## config.mk

```make
export PLATFORM = sky130hd
export DESIGN_NAME = spi_display_master
export DESIGN_NICKNAME = d
export VERILOG_FILES = /design/src/rtl/spi_display_master_pkg.sv /design/src/rtl/spi_phase_timer.sv /design/src/rtl/spi_display_master.sv
export SDC_FILE = /design/constraint.sdc
export NUM_CORES = 1
export LEC_CHECK = 0
export ABC_CLOCK_PERIOD_IN_PS = 2950
export BUFFER_PORTS_ARGS = -buffer_cell sky130_fd_sc_hd__buf_2
export CAP_MARGIN = 20
export CORE_MARGIN = 10
export CORE_UTILIZATION = 45
export CTS_CLUSTER_DIAMETER = 60
export CTS_CLUSTER_SIZE = 30
export DETAILED_ROUTE_END_ITERATION = 10
export PLACE_DENSITY = 0.65
export SLEW_MARGIN = 10
export SYNTH_ARGS = -nofsm -noshare
export SYNTH_HDL_FRONTEND = slang
export SYNTH_SLANG_ARGS = --single-unit
```

## constraint.sdc

```tcl
create_clock -name clock_i -period 2.95 [get_ports clock_i]
set_clock_uncertainty 0.2 [all_clocks]
set_input_delay 0.1475 -clock clock_i [delete_from_list [all_inputs] [get_ports clock_i]]
set_output_delay 0.1475 -clock clock_i [all_outputs]
set_load 0.05 [all_outputs]
```

## src/rtl/spi_display_master_pkg.sv

```systemverilog
// Shared definitions for the SPI display master: FSM encodings, idle line levels
// and small constant helpers for counter sizing.
package spi_display_master_pkg;

    localparam int unsigned DataWidthDefault = 16;

    localparam logic [2:0] StIdle  = 3'd0;
    localparam logic [2:0] StSetup = 3'd1;
    localparam logic [2:0] StLow   = 3'd2;
    localparam logic [2:0] StHigh  = 3'd3;
    localparam logic [2:0] StHold  = 3'd4;
    localparam logic [2:0] StGap   = 3'd5;

    localparam logic SclkIdle = 1'b1;
    localparam logic SsIdle   = 1'b1;
    localparam logic MosiIdle = 1'b1;

    function automatic int unsigned max2(input int unsigned a, input int unsigned b);
        return (a > b) ? a : b;
    endfunction

    // Bits needed to hold 0..max_count-1, never less than one.
    function automatic int unsigned cnt_width(input int unsigned max_count);
        return (max_count <= 2) ? 1 : $clog2(max_count);
    endfunction

endpackage

```

## src/rtl/spi_phase_timer.sv

```systemverilog
// Loadable down-counter; done_o is high once the count has run out, so a phase
// loaded with N-1 lasts exactly N cycles.
module spi_phase_timer #(
    parameter int unsigned WIDTH = 4
) (
    input  logic             clock_i,
    input  logic             rst_low_i,
    input  logic             load_i,
    input  logic [WIDTH-1:0] load_val_i,
    output logic             done_o
);

    logic [WIDTH-1:0] count_q;

    assign done_o = (count_q == '0);

    always_ff @(posedge clock_i or negedge rst_low_i) begin
        if (!rst_low_i) begin
            count_q <= '0;
        end else if (load_i) begin
            count_q <= load_val_i;
        end else if (!done_o) begin
            count_q <= count_q - WIDTH'(1);
        end
    end

endmodule

```

## src/rtl/spi_display_master.sv

```systemverilog
// SPI master for the Nexys4Display slave: sclk idles high, MSB first, ss active low.
// Line outputs are registered from the next state so they change with the FSM.
module spi_display_master
    import spi_display_master_pkg::*;
#(
    parameter int unsigned DATA_WIDTH = DataWidthDefault,
    parameter int unsigned CLK_DIV    = 4,
    parameter int unsigned SS_SETUP   = 2,
    parameter int unsigned SS_HOLD    = 2,
    parameter int unsigned SS_GAP     = 4
) (
    input  logic                  clock_i,
    input  logic                  rst_low_i,
    input  logic [DATA_WIDTH-1:0] data_i,
    input  logic                  valid_i,
    output logic                  ready_o,
    output logic                  spi_sclk_o,
    output logic                  spi_ss_o,
    output logic                  spi_mosi_o,
    input  logic                  spi_miso_i,
    output logic [DATA_WIDTH-1:0] rx_data_o,
    output logic                  rx_valid_o
);

    localparam int unsigned GapCycles = max2(SS_GAP, 1);
    localparam int unsigned CntMax    = max2(max2(max2(CLK_DIV, SS_SETUP),
                                                  max2(SS_HOLD, GapCycles)), DATA_WIDTH);
    localparam int unsigned CntW      = cnt_width(CntMax);
    localparam int unsigned BitW      = cnt_width(DATA_WIDTH);

    logic [2:0]            state_q, state_d;
    logic [DATA_WIDTH-1:0] tx_q, tx_d;
    logic [DATA_WIDTH-1:0] rx_sh_q, rx_sh_d;
    logic [DATA_WIDTH-1:0] rx_data_q, rx_data_d;
    logic [BitW-1:0]       bit_q, bit_d;
    logic                  sclk_q, sclk_d;
    logic                  ss_q, ss_d;
    logic                  mosi_q, mosi_d;
    logic                  rx_valid_q, rx_valid_d;
    logic                  tmr_load;
    logic [CntW-1:0]       tmr_val;
    logic                  tmr_done;

    spi_phase_timer #(
        .WIDTH(CntW)
    ) u_phase_timer (
        .clock_i    (clock_i),
        .rst_low_i  (rst_low_i),
        .load_i     (tmr_load),
        .load_val_i (tmr_val),
        .done_o     (tmr_done)
    );

    always_comb begin
        state_d    = state_q;
        tx_d       = tx_q;
        rx_sh_d    = rx_sh_q;
        rx_data_d  = rx_data_q;
        bit_d      = bit_q;
        mosi_d     = mosi_q;
        rx_valid_d = 1'b0;
        tmr_load   = 1'b0;
        tmr_val    = '0;
        case (state_q)
            StIdle: begin
                if (valid_i) begin
                    state_d  = StSetup;
                    tx_d     = data_i;
                    bit_d    = '0;
                    mosi_d   = data_i[DATA_WIDTH-1];
                    tmr_load = 1'b1;
                    tmr_val  = CntW'(SS_SETUP - 1);
                end
            end
            StSetup: begin
                if (tmr_done) begin
                    state_d  = StLow;
                    tmr_load = 1'b1;
                    tmr_val  = CntW'(CLK_DIV - 1);
                end
            end
            StLow: begin
                if (tmr_done) begin
                    // Capture lines up with the rising sclk the slave samples on.
                    state_d  = StHigh;
                    rx_sh_d  = {rx_sh_q[DATA_WIDTH-2:0], spi_miso_i};
                    tmr_load = 1'b1;
                    tmr_val  = CntW'(CLK_DIV - 1);
                end
            end
            StHigh: begin
                if (tmr_done) begin
                    tmr_load = 1'b1;
                    if (bit_q == BitW'(DATA_WIDTH - 1)) begin
                        state_d = StHold;
                        tmr_val = CntW'(SS_HOLD - 1);
                    end else begin
                        state_d = StLow;
                        tmr_val = CntW'(CLK_DIV - 1);
                        bit_d   = bit_q + BitW'(1);
                        tx_d    = tx_q << 1;
                        mosi_d  = tx_q[DATA_WIDTH-2];
                    end
                end
            end
            StHold: begin
                if (tmr_done) begin
                    state_d    = StGap;
                    mosi_d     = MosiIdle;
                    rx_data_d  = rx_sh_q;
                    rx_valid_d = 1'b1;
                    tmr_load   = 1'b1;
                    tmr_val    = CntW'(GapCycles - 1);
                end
            end
            StGap: begin
                if (tmr_done) begin
                    state_d = StIdle;
                end
            end
            default: state_d = StIdle;
        endcase
        sclk_d = (state_d != StLow);
        ss_d   = (state_d == StIdle) || (state_d == StGap);
    end

    always_ff @(posedge clock_i or negedge rst_low_i) begin
        if (!rst_low_i) begin
            state_q    <= StIdle;
            tx_q       <= '0;
            rx_sh_q    <= '0;
            rx_data_q  <= '0;
            bit_q      <= '0;
            sclk_q     <= SclkIdle;
            ss_q       <= SsIdle;
            mosi_q     <= MosiIdle;
            rx_valid_q <= 1'b0;
        end else begin
            state_q    <= state_d;
            tx_q       <= tx_d;
            rx_sh_q    <= rx_sh_d;
            rx_data_q  <= rx_data_d;
            bit_q      <= bit_d;
            sclk_q     <= sclk_d;
            ss_q       <= ss_d;
            mosi_q     <= mosi_d;
            rx_valid_q <= rx_valid_d;
        end
    end

    assign ready_o    = (state_q == StIdle);
    assign spi_sclk_o = sclk_q;
    assign spi_ss_o   = ss_q;
    assign spi_mosi_o = mosi_q;
    assign rx_data_o  = rx_data_q;
    assign rx_valid_o = rx_valid_q;

endmodule
```

Yosys cells after proc, flatten, opt, wreduce, memory -nomap -nowiden
Index checks and enable logic that the tools add are counted.
{"block": "totals", "out_inout_bits": 21, "wordCells": 69, "input_bits": 20, "register_bits": 62}
{"block": "classes", "mux": 32, "reduce_logical": 12, "addsub": 2, "eq_ne": 13}
{"operator": "$mux W15", "n": 3}
{"operator": "$pmux W15 S2", "n": 1}
{"operator": "$mux W3", "n": 7}
{"operator": "$mux W4", "n": 5}
{"operator": "$pmux W3 S6", "n": 1}
{"operator": "$ne A2 B2 Y1 const B", "n": 5}
{"operator": "$eq A3 B3 Y1 const B", "n": 3}
{"operator": "$mux W1", "n": 8}
{"operator": "$pmux W4 S2", "n": 1}
{"operator": "$eq A3 B2 Y1 const B", "n": 2}
{"operator": "$logic_not A3 Y1", "n": 2}
{"operator": "$mux W2", "n": 3}
{"operator": "$pmux W2 S3", "n": 1}
{"operator": "$reduce_and A5 Y1", "n": 1}
{"operator": "$add A4 B1 Y4 const B", "n": 1}
{"operator": "$eq A4 B4 Y1 const B", "n": 1}
{"operator": "$logic_not A4 Y1", "n": 1}
{"operator": "$reduce_and A2 Y1", "n": 2}
{"operator": "$reduce_and A4 Y1", "n": 1}
{"operator": "$reduce_or A4 Y1", "n": 1}
{"operator": "$sub A4 B1 Y4 const B", "n": 1}
{"operator": "$eq A3 B1 Y1 const B", "n": 1}
{"operator": "$ne A3 B2 Y1 const B", "n": 1}
{"operator": "$pmux W1 S3", "n": 1}
{"operator": "other kinds (5)", "n": 5}

Longest topological paths before layout
Gate-level depths: netlist (run 1).
{"block": "depth", "ltp_word": 6, "ltp_mapped": 7, "ltp_nobuf": 5}

By module
From an unflattened synthesis (run 1), not the netlist that was laid out.
{"block": "hier_totals", "cells_unflattened": 216, "area_unflattened_um2": 2889.0}
{"mod": "spi_display_master", "cells_each": 194, "n_inst": 1, "area_per_inst_um2": 2655.0, "seq_area_each_um2": 1455.1}
{"mod": "spi_phase_timer", "cells_each": 22, "n_inst": 1, "area_per_inst_um2": 234.0, "seq_area_each_um2": 100.1}

Worst setup path after synthesis (run 1)
Ideal clock, no wire load.
{"block": "synth_path", "kind": "register to register", "start": "register state_q[0]", "end": "register u_phase_timer.count_q[1]", "synth_period_minus_slack_ns": 2.492, "setup_ns": 0.120, "t_arrival_ns": 2.173, "path_buffers": 1, "path_stages_with_launch": 5, "required_ns": 2.630, "slack_ns": 0.458, "cell_sequence": "dfrtp_1 -> clkbuf_1 -> nor3_1 -> o211ai_1 -> and3_1"}
{"block": "synth_via", "word_cells_on_any_way": 11, "classes_between": "5 x eq/ne; 3 x mux; 3 x reduce/logical"}
{"element": "start, declared", "line": "spi_display_master.sv:31", "text": "logic [2:0] state_q, state_d;"}
{"element": "start signal, assigned", "line": "spi_display_master.sv:129", "text": "state_q <= StIdle;"}
{"element": "start signal, assigned", "line": "spi_display_master.sv:139", "text": "state_q <= state_d;"}
{"element": "$logic_not A3 Y1 *"}
{"element": "via ready_o", "line": "spi_display_master.sv:16", "text": "output logic ready_o,"}
{"element": "$pmux W1 S2 / $pmux W2 S3 (equally long branches)", "line": "spi_display_master.sv:64", "text": "case (state_q)"}
{"element": "$ne A2 B2 Y1 (no line) / $mux W4 (equally long branches)"}
{"element": "end signal, assigned", "line": "spi_phase_timer.sv:21", "text": "count_q <= load_val_i;"}
{"element": "end signal, assigned", "line": "spi_phase_timer.sv:23", "text": "count_q <= count_q - WIDTH'(1);"}
{"element": "end, declared", "line": "spi_phase_timer.sv:13", "text": "logic [WIDTH-1:0] count_q;"}
Mark *: on every way through the listed nets, which the timed path passes. The rest lies on a longest branch.
A chain may end at the register's enable or synchronous reset.

Worst setup path in the final report (run 1)
{"block": "layout_path", "start": "register u_phase_timer.count_q[0]", "end": "register rx_sh_q[7]"}
{"block": "layout_via", "elab_chain_len": 2}
{"element": "$logic_not A4 Y1", "line": "spi_phase_timer.sv:15", "text": "assign done_o = (count_q == '0);"}
{"element": "$reduce_and A2 Y1 (no line)"}
{"element": "end signal, assigned", "line": "spi_display_master.sv:141", "text": "rx_sh_q <= rx_sh_d;"}
{"element": "end, declared", "line": "spi_display_master.sv:33", "text": "logic [DATA_WIDTH-1:0] rx_sh_q, rx_sh_d;"}
No other way between the ends.

==> out/qor.yml, run 1 <==
outcome:
  status: "complete, no violations"
clock_tree:
  tritoncts: "built"
  cts.sinks: 62
  htreeDepth: 3
  clock_tree.buffer_depth: 2
  clock-root-buffer: "clkbuf_8"
  clkTransAtPathRegs_ps: 70
  postCtsSetupBuffers: 0
  clock_latency_ps: 340
  cts_hold_buf: 19
  numCtsBuffers: 9
  cts_resized: 0
placed_design:
  place_area_sq_um: 3060
  place_hpwl_mm: 3.61
  place_inst: 320
  port_buffers: 40
  place_ws_ps: 305
  place.gp.congestion: 0.778
worst_setup_path:
  crit_type: "reg2reg"
  reg2reg_depth: 5
  worst_setup_path_start_kind: "flip-flop"
  arrival_ps: 2670
  endpoint_kind: "flip-flop"
  crit_required_ps: 2970
  critical_path_peak_fanout: 16
synthesis:
  syn-num-nets: 235
  synth_top_area_cell: "dfrtp_1"
  synth_common_cells: "dfrtp_1, mux2_2, o221a_2, mux2_4"
  synth_edf_count: 0
  async_flop_share_pct: 100
  ys_top_cells_by_area: "dfrtp_1, mux2_2, o221a_2"
  synth_flop_cell: "dfrtp_1"
  ys_types: 43
  yosys_warnings: 0
  yosysMostFrequentCell: "dfrtp_1"
  ys_ff_latch: 62
  synth_area_sq_um: 2790
  yosysTopAreaCellShare_pct: 52.9
  synth.avg_cell_area_sq_um: 13.1
  synthCells: 213
  seq_area_frac_synth_pct: 55.8
timing:
  finalHoldViolCount: 0
  drv_slew: 0
  fin_tns_setup_ps: 0
  setup_slack_ps: 305
  fin_crit_sh_pct: 89.7
  tightest_slew_ps: 813
  setup_viol: 0
  min_period_ps: 2640
  rsz0062_at_grt: "false"
  timing.fmax_mhz: 378
  slew-limit-headroom_pct: 45.8
  fin_hold_ws_ps: 39.1
detailed_routing:
  viasPerCell: 5.26
  dr.pass1.iters: 4
  wl_per_cell_microns: 15.2
  ant_nets: 0
  drc: 0
  vias: 1868
  dr.first_iter.drc_count: 80
  routed_wl_mm: 5.40
power_and_ir_drop:
  p_leak_nw: 1.65
  power_mw: 2.91
  peakVddDrop_v: 0.000487
  cellPowerDensity_nw_per_um2: 845
global_routing:
  grt_pass1_vias: 1965
  grt_pass1_wl_mm: 9.63
  grt_util_all_layers_pct: 12.0
  grt_remaining_overflow: 0
  antenna_found_initial: 0
  grt_max_degree: 32
min_path:
  hold_depth: 4
  hold_class: "in2reg"
floorplan:
  initial_core_util_pct: 46.8
  core_sq_um: 5960
  dieArea_sq_um: 9750
  fp.dieW_microns: 98.7
  die_y_microns: 98.7
  rows: 28
  io_pins: 41
finish:
  fin_nets: 297
  final_util_pct: 57.8
  finalNonFillerCells: 355
  syn2layout_area_growth_pct: 23.4
  antenna_cells: 0
  ff_latch_area_sq_um: 1560
  multi_input_area_sq_um: 1130
  stdcell_area_sq_um: 3440
  layout-drive-gt1-share_pct: 41.4
  nFillCells: 497
flow_run:
  drv_cap: 0
[routing by layer]
metal,vias up,wire (microns),global-route usage (%)
met3,4,343,5.66
met5,-,0,0
li1,906,-,-
met4,0,26,4.30
met1,916,2580,15.9
met2,42,2440,16.8
[where the power goes]
| part | total, mW | internal (mW) | leakage (nW) | switching, mW |
|---|---|---|---|---|
| combinational | 0.962 | 0.466 | 0.777 | 0.496 |
| clock | 0.715 | 0.388 | 0.0964 | 0.326 |
| sequential | 1.23 | 1.06 | 0.781 | 0.170 |
| total | 2.91 | 1.92 | 1.65 | 0.992 |
[critical path, cell delays in order, from the launching register on]
cell     delay (ps)
dfrtp_1         410
inv_1            80
ha_1            210
or3b_4          480
or3_1           720
mux2_4          420
[cells by family after synthesis]
group	Yosys count	share of synthesized area, %
DFF	62	55.8
adders and majority gates	2	0.897
buffers and inverters	22	3.77
AOI/OAI and AO/OA	41	12.7
and+or+nand+nor	49	10.8
muxes	37	16.1
[worst paths after layout]
path                                           from           end  slack, ps
min in group asynchronous                 rst_low_i  rx_data_o[7]        200
min                                      data_i[15]    spi_mosi_o         40
max reg2reg                u_phase_timer.count_q[0]    rx_sh_q[7]        310
min reg2reg                            rx_data_o[2]  rx_data_o[2]        300
max                        u_phase_timer.count_q[0]    rx_sh_q[7]        310
max in group asynchronous                 rst_low_i    rx_valid_o       1960
[cells in the final DEF, fill, tap and decap left out, types with 6 or more instances in the layout]
cell type / instances
mux2_4: 10
a21oi_1: 6
dlygate4sd3_1: 19
dfrtp_1: 59
nand2b_1: 8
clkbuf_8: 9
nand3_1: 6
mux2_2: 22
buf_4: 7
or2b_1: 8
o221a_2: 15
buf_2: 40
inv_1: 7
[sequential cells by signal, summed over array words and instances, names as in the netlist]
register	count
rx_data_o	16
rx_sh_q	16
tx_q	15
bit_q	4
u_phase_timer.count_q	4
state_q	3
rx_valid_o	1
spi_mosi_o	1
spi_sclk_o	1
spi_ss_o	1
[final cells by class]
| type | instances | area share [%] |
|---|---|---|
| timing repair buffer | 66 | 12.9 |
| tap | 75 | 2.73 |
| multi-input combinational | 129 | 33.0 |
| inverter | 7 | 0.763 |
| clock buffer | 10 | 3.71 |
| clock inverter | 6 | 1.78 |
| sequential | 62 | 45.2 |
Power figures use the tool's default switching activity.
==> inputs of run 2 (changes only) <==
--- a/config.mk
+++ b/config.mk
@@ -8,12 +8,14 @@
 export ABC_CLOCK_PERIOD_IN_PS = 2950
 export BUFFER_PORTS_ARGS = -buffer_cell sky130_fd_sc_hd__buf_2
 export CAP_MARGIN = 20
+export CELL_PAD_IN_SITES_DETAIL_PLACEMENT = 0
+export CELL_PAD_IN_SITES_GLOBAL_PLACEMENT = 2
 export CORE_MARGIN = 10
-export CORE_UTILIZATION = 45
+export CORE_UTILIZATION = 38
 export CTS_CLUSTER_DIAMETER = 60
 export CTS_CLUSTER_SIZE = 30
 export DETAILED_ROUTE_END_ITERATION = 10
-export PLACE_DENSITY = 0.65
+export PLACE_DENSITY_LB_ADDON = 0.1
 export SLEW_MARGIN = 10
 export SYNTH_ARGS = -nofsm -noshare
 export SYNTH_HDL_FRONTEND = slang
==> run 2 against run 1 <==
  * Sequential share of layout area fell by 0.42 points
  * Via count fell by 0.32%
  * Register-to-register slack improved by 230 ps
  * Cell count rose by 7.3%
  * Die area rose by 15%
  * Global-route usage fell by 0.87 points
  * Non-clock buffer count rose by 2
  * Sequential cell count did not move
  * Sequential power barely moved
  * First-iteration DRC count rose by 44%
  * Critical path type unchanged
  * Largest power group unchanged
==> out/qor.yml, run 2 (synthesis gave the netlist of run 1 again) <==
worst_setup_path:
  critPathTopFamily: "simple AND/OR/NAND/NOR gates"
  path_cells: "inv_1, ha_1, or3b_4, or3_1, buf_4, mux2_4"
  arrival_ps: 2430  # -240 ps
  endpoint_kind: "flip-flop"
  crit_type: "reg2reg"
  worst_setup_path_start_kind: "flip-flop"
  critical_path_peak_fanout: 16  # unchanged
  crit_required_ps: 2960  # about the same
  crit_buf_inv: 2  # +1
  crit_slowest_cell: "or3b_4"
  slowest_delay_ps: 480  # -240 ps
global_routing:
  grt_pass1_vias: 1965  # unchanged
  grtUsageMet3_pct: 3.96  # -1.7 points
  antenna_found_initial: 0  # unchanged
  grt_util_all_layers_pct: 11.2  # -0.87 points
  grt_max_degree: 33  # +3.1%
  grt_pass1_wl_mm: 10.2  # +6.0%
  top_usage_layer: "met1"
  grt_remaining_overflow: 0  # unchanged
  grtUsageMet1_pct: 16.1  # +0.27 points
  globalRouteMet2Util_pct: 15.5  # -1.4 points
detailed_routing:
  drc: 0  # unchanged
  dr.first_iter.drc_count: 115  # +44%
  routed_wl_mm: 5.79  # +7.4%
  vias: 1862  # -0.32%
  viasPerCell: 4.89  # -7.1%
  wl_per_cell_microns: 15.2  # about the same
  ant_nets: 0  # unchanged
  dr.pass1.iters: 4  # unchanged
timing:
  tightest_slew_ps: 762  # -50.9 ps
  finalHoldViolCount: 0  # unchanged
  setup_slack_ps: 532  # +227 ps
  fin_crit_sh_pct: 82.0  # -7.7 points
  rsz0062_at_grt: "false"
  fin_tns_setup_ps: 0  # unchanged
  min_period_ps: 2420  # -227 ps
  drv_slew: 0  # unchanged
  fin_hold_ws_ps: 65.6  # +26.5 ps
  timing.fmax_mhz: 414  # +9.4%
  slew-limit-headroom_pct: 49.2  # +3.4 points
  setup_viol: 0  # unchanged
finish:
  syn2layout_area_growth_pct: 24.6
  fin_nets: 299  # +0.67%
  final_cell_mix: "dfrtp_1, buf_2, mux2_2"
  nFillCells: 662  # +33%
  final_common_cell: "dfrtp_1"
  antenna_cells: 0  # unchanged
  layout-drive-gt1-share_pct: 41.8  # +0.42 points
clock_tree:
  numCtsBuffers: 9  # unchanged
  postCtsSetupBuffers: 0  # unchanged
  cts.sinks: 62  # unchanged
  clock_latency_ps: 320  # -20 ps
  htreeDepth: 3  # unchanged
  tritoncts: "built"
  clock-root-buffer: "clkbuf_8"
  cts_hold_buf: 18  # -1
  clkTransAtPathRegs_ps: 70  # about the same
  clock_tree.buffer_depth: 2  # unchanged
  cts_resized: 0  # unchanged
placed_design:
  place_ws_ps: 528  # +223 ps
  port_buffers: 40  # unchanged
  place.gp.congestion: 0.726  # -6.7%
  place_hpwl_mm: 3.90  # +8.0%
floorplan:
  die_y_microns: 106  # +7.0%
  dieArea_sq_um: 11200  # +15%
  initial_core_util_pct: 38.9  # -8.0 points
  rows: 31  # +11%
  io_pins: 41  # unchanged
  fp.dieW_microns: 106  # +7.0%
  core_sq_um: 7180  # +20%
outcome:
  status: "complete, no violations"
power_and_ir_drop:
  p_leak_nw: 1.65  # about the same
  cellPowerDensity_nw_per_um2: 834  # -1.3%
  peakVddDrop_v: 0.000333  # -32%
flow_run:
  drv_cap: 0  # unchanged
min_path:
  hold_class: "in2reg"
[run 2: tightest hold or removal path, stage by stage]
cell and delay, ps:
buf_2 80, o21bai_1 90, a221oi_1 70, mux2i_1 150
[run 2: routing by layer]
metal	routed length, microns	up-vias	part of all wire (%)
li1	-	912	-
met1	2980	894	51
met2	2430	50	42
met3	337	6	5.8
met4	41	0	0.71
met5	0	-	0
[run 2: stage by stage]
stage,power (mW),std cells,instance area [sq um],utilization [%]
3_5_place_dp,2.27,347,3130,43.6
6_report,2.90,381,3470,48.4
5_1_grt,3.13,381,3470,48.4
4_1_cts,2.94,381,3470,48.4
3_3_place_gp,2.26,347,3130,43.6
2_1_floorplan,2.00,213,2790,-
[run 2: worst paths after layout]
| check | depth (start not counted) | startpoint | slack (ps) | endpoint |
|---|---|---|---|---|
| setup / recovery | 6 | u_phase_timer.count_q[0] | 530 | rx_sh_q[8] |
| hold / removal | 4 | data_i[15] | 70 | spi_mosi_o |
| setup reg to reg | 6 | u_phase_timer.count_q[0] | 530 | rx_sh_q[8] |
| hold reg to reg | 1 | rx_data_o[2] | 300 | rx_data_o[2] |
| max in group asynchronous | 3 | rst_low_i | 1590 | tx_q[9] |
| min in group asynchronous | 2 | rst_low_i | 230 | tx_q[4] |
[run 2: cell type report]
| type | instances | area (sq um) | share of cell area [%] |
|---|---|---|---|
| Inverter | 7 | 26.3 | 0.756 |
| Timing Repair Buffer | 68 | 468 | 13.5 |
| Multi-Input combinational cell | 129 | 1130 | 32.7 |
| Clock buffer | 11 | 131 | 3.78 |
| Clock inverter | 5 | 35.0 | 1.01 |
| Sequential cell | 62 | 1560 | 44.8 |
| Tap cell | 99 | 124 | 3.57 |
[run 2: where the power goes]
| group | switching, mW | internal (mW) | total [mW] | leakage [nW] |
|---|---|---|---|---|
| Sequential | 0.142 | 1.06 | 1.20 | 0.781 |
| Clock | 0.329 | 0.307 | 0.636 | 0.0837 |
| Combinational | 0.552 | 0.506 | 1.06 | 0.789 |
==> inputs of run 3 (changes only) <==
--- a/config.mk
+++ b/config.mk
@@ -5,7 +5,7 @@
 export SDC_FILE = /design/constraint.sdc
 export NUM_CORES = 1
 export LEC_CHECK = 0
-export ABC_CLOCK_PERIOD_IN_PS = 2950
+export ABC_CLOCK_PERIOD_IN_PS = 2410
 export BUFFER_PORTS_ARGS = -buffer_cell sky130_fd_sc_hd__buf_2
 export CAP_MARGIN = 20
 export CELL_PAD_IN_SITES_DETAIL_PLACEMENT = 0
==> constraint.sdc (replaced) <==
create_clock -name clock_i -period 2.41 [get_ports clock_i]
set_clock_uncertainty 0.2 [all_clocks]
set_input_delay 0.1205 -clock clock_i [delete_from_list [all_inputs] [get_ports clock_i]]
set_output_delay 0.1205 -clock clock_i [all_outputs]
set_load 0.05 [all_outputs]
==> run 3 against run 2 <==
  * Clock-buffer cell count increased by 1
  * Die area unchanged
  * Critical path depth unchanged
  * Non-clock buffer count increased by 3
  * Highest routed layer unchanged
  * Power increased by 29%
  * Sequential power increased by 23%
  * Combinational power increased by 25%
  * Hold slack got worse by 36 ps
  * Largest cell class unchanged
==> out/qor.yml, run 3 (synthesis gave the netlist of run 1 again) <==
timing:
  finalHoldViolCount: 0  # unchanged
  fin_tns_setup_ps: 0  # unchanged
  fin_crit_sh_pct: 97.0  # +15 points
  drv_slew: 0  # unchanged
  setup_slack_ps: 73.1  # -459 ps
  rsz0062_at_grt: "false"
  tightest_slew_ps: 478  # -284 ps
  setup_viol: 0  # unchanged
  fin_hold_ws_ps: 29.5  # -36.1 ps
  timing.fmax_mhz: 428  # +3.5%
  min_period_ps: 2340  # -80.9 ps
  slew-limit-headroom_pct: 68.1  # +19 points
clock_tree:
  numCtsBuffers: 9  # unchanged
  cts_hold_buf: 18  # unchanged
  clock-root-buffer: "clkbuf_8"
  postCtsSetupBuffers: 0  # unchanged
  tritoncts: "built"
  cts.sinks: 62  # unchanged
  htreeDepth: 3  # unchanged
  clkTransAtPathRegs_ps: 60  # about the same
  clock_tree.buffer_depth: 2  # unchanged
  clock_latency_ps: 340  # +20 ps
  cts_resized: 0  # unchanged
finish:
  syn2layout_area_growth_pct: 26.8
  multi_input_area_sq_um: 1140  # +0.44%
  fin_nets: 302  # +1.0%
  final_util_pct: 49.3  # +0.85 points
  stdcell_area_sq_um: 3540  # +1.8%
  final_cell_mix: "dfrtp_1, buf_2, mux2_2"
  antenna_cells: 0  # unchanged
  final_common_cell: "dfrtp_1"
  finalNonFillerCells: 384  # +0.79%
  layout-drive-gt1-share_pct: 42.8  # +0.96 points
  ff_latch_area_sq_um: 1560  # unchanged
  nFillCells: 659  # -0.45%
floorplan:
  die_y_microns: 106  # unchanged
  core_sq_um: 7180  # unchanged
  initial_core_util_pct: 38.9  # unchanged
  fp.dieW_microns: 106  # unchanged
  rows: 31  # unchanged
  io_pins: 41  # unchanged
  dieArea_sq_um: 11200  # unchanged
detailed_routing:
  viasPerCell: 4.99  # +2.0%
  wl_per_cell_microns: 15.6  # +2.4%
  vias: 1915  # +2.8%
  top_layer_used: "met4"
  drc: 0  # unchanged
  wl_met3_microns: 267  # -21%
  dr.first_iter.drc_count: 59  # -49%
  wl_met2_mm: 2.54  # +4.5%
  wl_met1_mm: 3.09  # +3.7%
  dr.pass1.iters: 4  # unchanged
  routed_wl_mm: 5.98  # +3.2%
  ant_nets: 0  # unchanged
worst_setup_path:
  arrival_ps: 2350  # -80 ps
  reg2reg_depth: 6  # unchanged
  worst_setup_path_start_kind: "flip-flop"
  crit_type: "reg2reg"
  crit_required_ps: 2430  # -530 ps
  critical_path_peak_fanout: 16  # unchanged
  endpoint_kind: "flip-flop"
global_routing:
  grt_pass1_vias: 2036  # +3.6%
  grt_pass1_wl_mm: 10.5  # +3.2%
  grt_remaining_overflow: 0  # unchanged
  antenna_found_initial: 0  # unchanged
  grt_max_degree: 28  # -15%
  grt_util_all_layers_pct: 11.5  # +0.33 points
min_path:
  hold_depth: 4  # unchanged
  hold_class: "in2reg"
power_and_ir_drop:
  cellPowerDensity_nw_per_um2: 1050  # +26%
  power_mw: 3.73  # +29%
  peakVddDrop_v: 0.000406  # +22%
  p_leak_nw: 1.69  # +2.0%
flow_run:
  drv_cap: 0  # unchanged
placed_design:
  place_ws_ps: 73.4  # -455 ps
  place_area_sq_um: 3160  # +0.88%
  place_inst: 350  # +0.86%
  place_hpwl_mm: 4.06  # +4.1%
  port_buffers: 40  # unchanged
  place.gp.congestion: 0.692  # -4.6%
outcome:
  status: "complete, no violations"
run 3: changes by cell type in the layout (fill, tap and decap cells not counted):
cell and change:
buf_4 +3, bufinv_16 +1, clkbuf_8 +1, clkinv_2 -2
nor3_1 -1, nor3_2 +1
run 3: per-layer routing:
metal	up-vias	global-route usage, %
li1	914	-
met1	952	16.1
met2	38	15.7
met3	11	3.53
met4	0	5.51
met5	-	0
run 3: critical path, cell delays in order, from the launching register on:
cell	delay (ps)
dfrtp_1	410
inv_1	90
ha_1	210
or3b_4	430
or3_1	410
buf_12	180
mux2_4	290
run 3: path summary, 6_finish.rpt:
kind                                           from             to  slack [ps]
setup / recovery           u_phase_timer.count_q[0]     rx_sh_q[5]          70
hold / removal                           data_i[15]     spi_mosi_o          30
setup reg to reg           u_phase_timer.count_q[0]     rx_sh_q[5]          70
hold reg to reg                       rx_data_o[10]  rx_data_o[10]         300
max in group asynchronous                 rst_low_i   rx_data_o[5]        1210
min in group asynchronous                 rst_low_i       tx_q[11]          70
run 3: cell type report:
type,instances,share of cell area (%)
clock buffer,12,4.10
clock inverter,4,1.56
inverter,7,0.743
multi-input combinational,129,32.2
sequential,62,44.0
tap,99,3.50
timing repair buffer,71,13.9
run 3: where the power goes:
group / total, mW / switching [mW] / internal [mW] / leakage [nW]
clock: 0.932 / 0.420 / 0.512 / 0.0972
combinational: 1.33 / 0.684 / 0.647 / 0.808
sequential: 1.47 / 0.166 / 1.30 / 0.781
total: 3.73 / 1.27 / 2.46 / 1.69
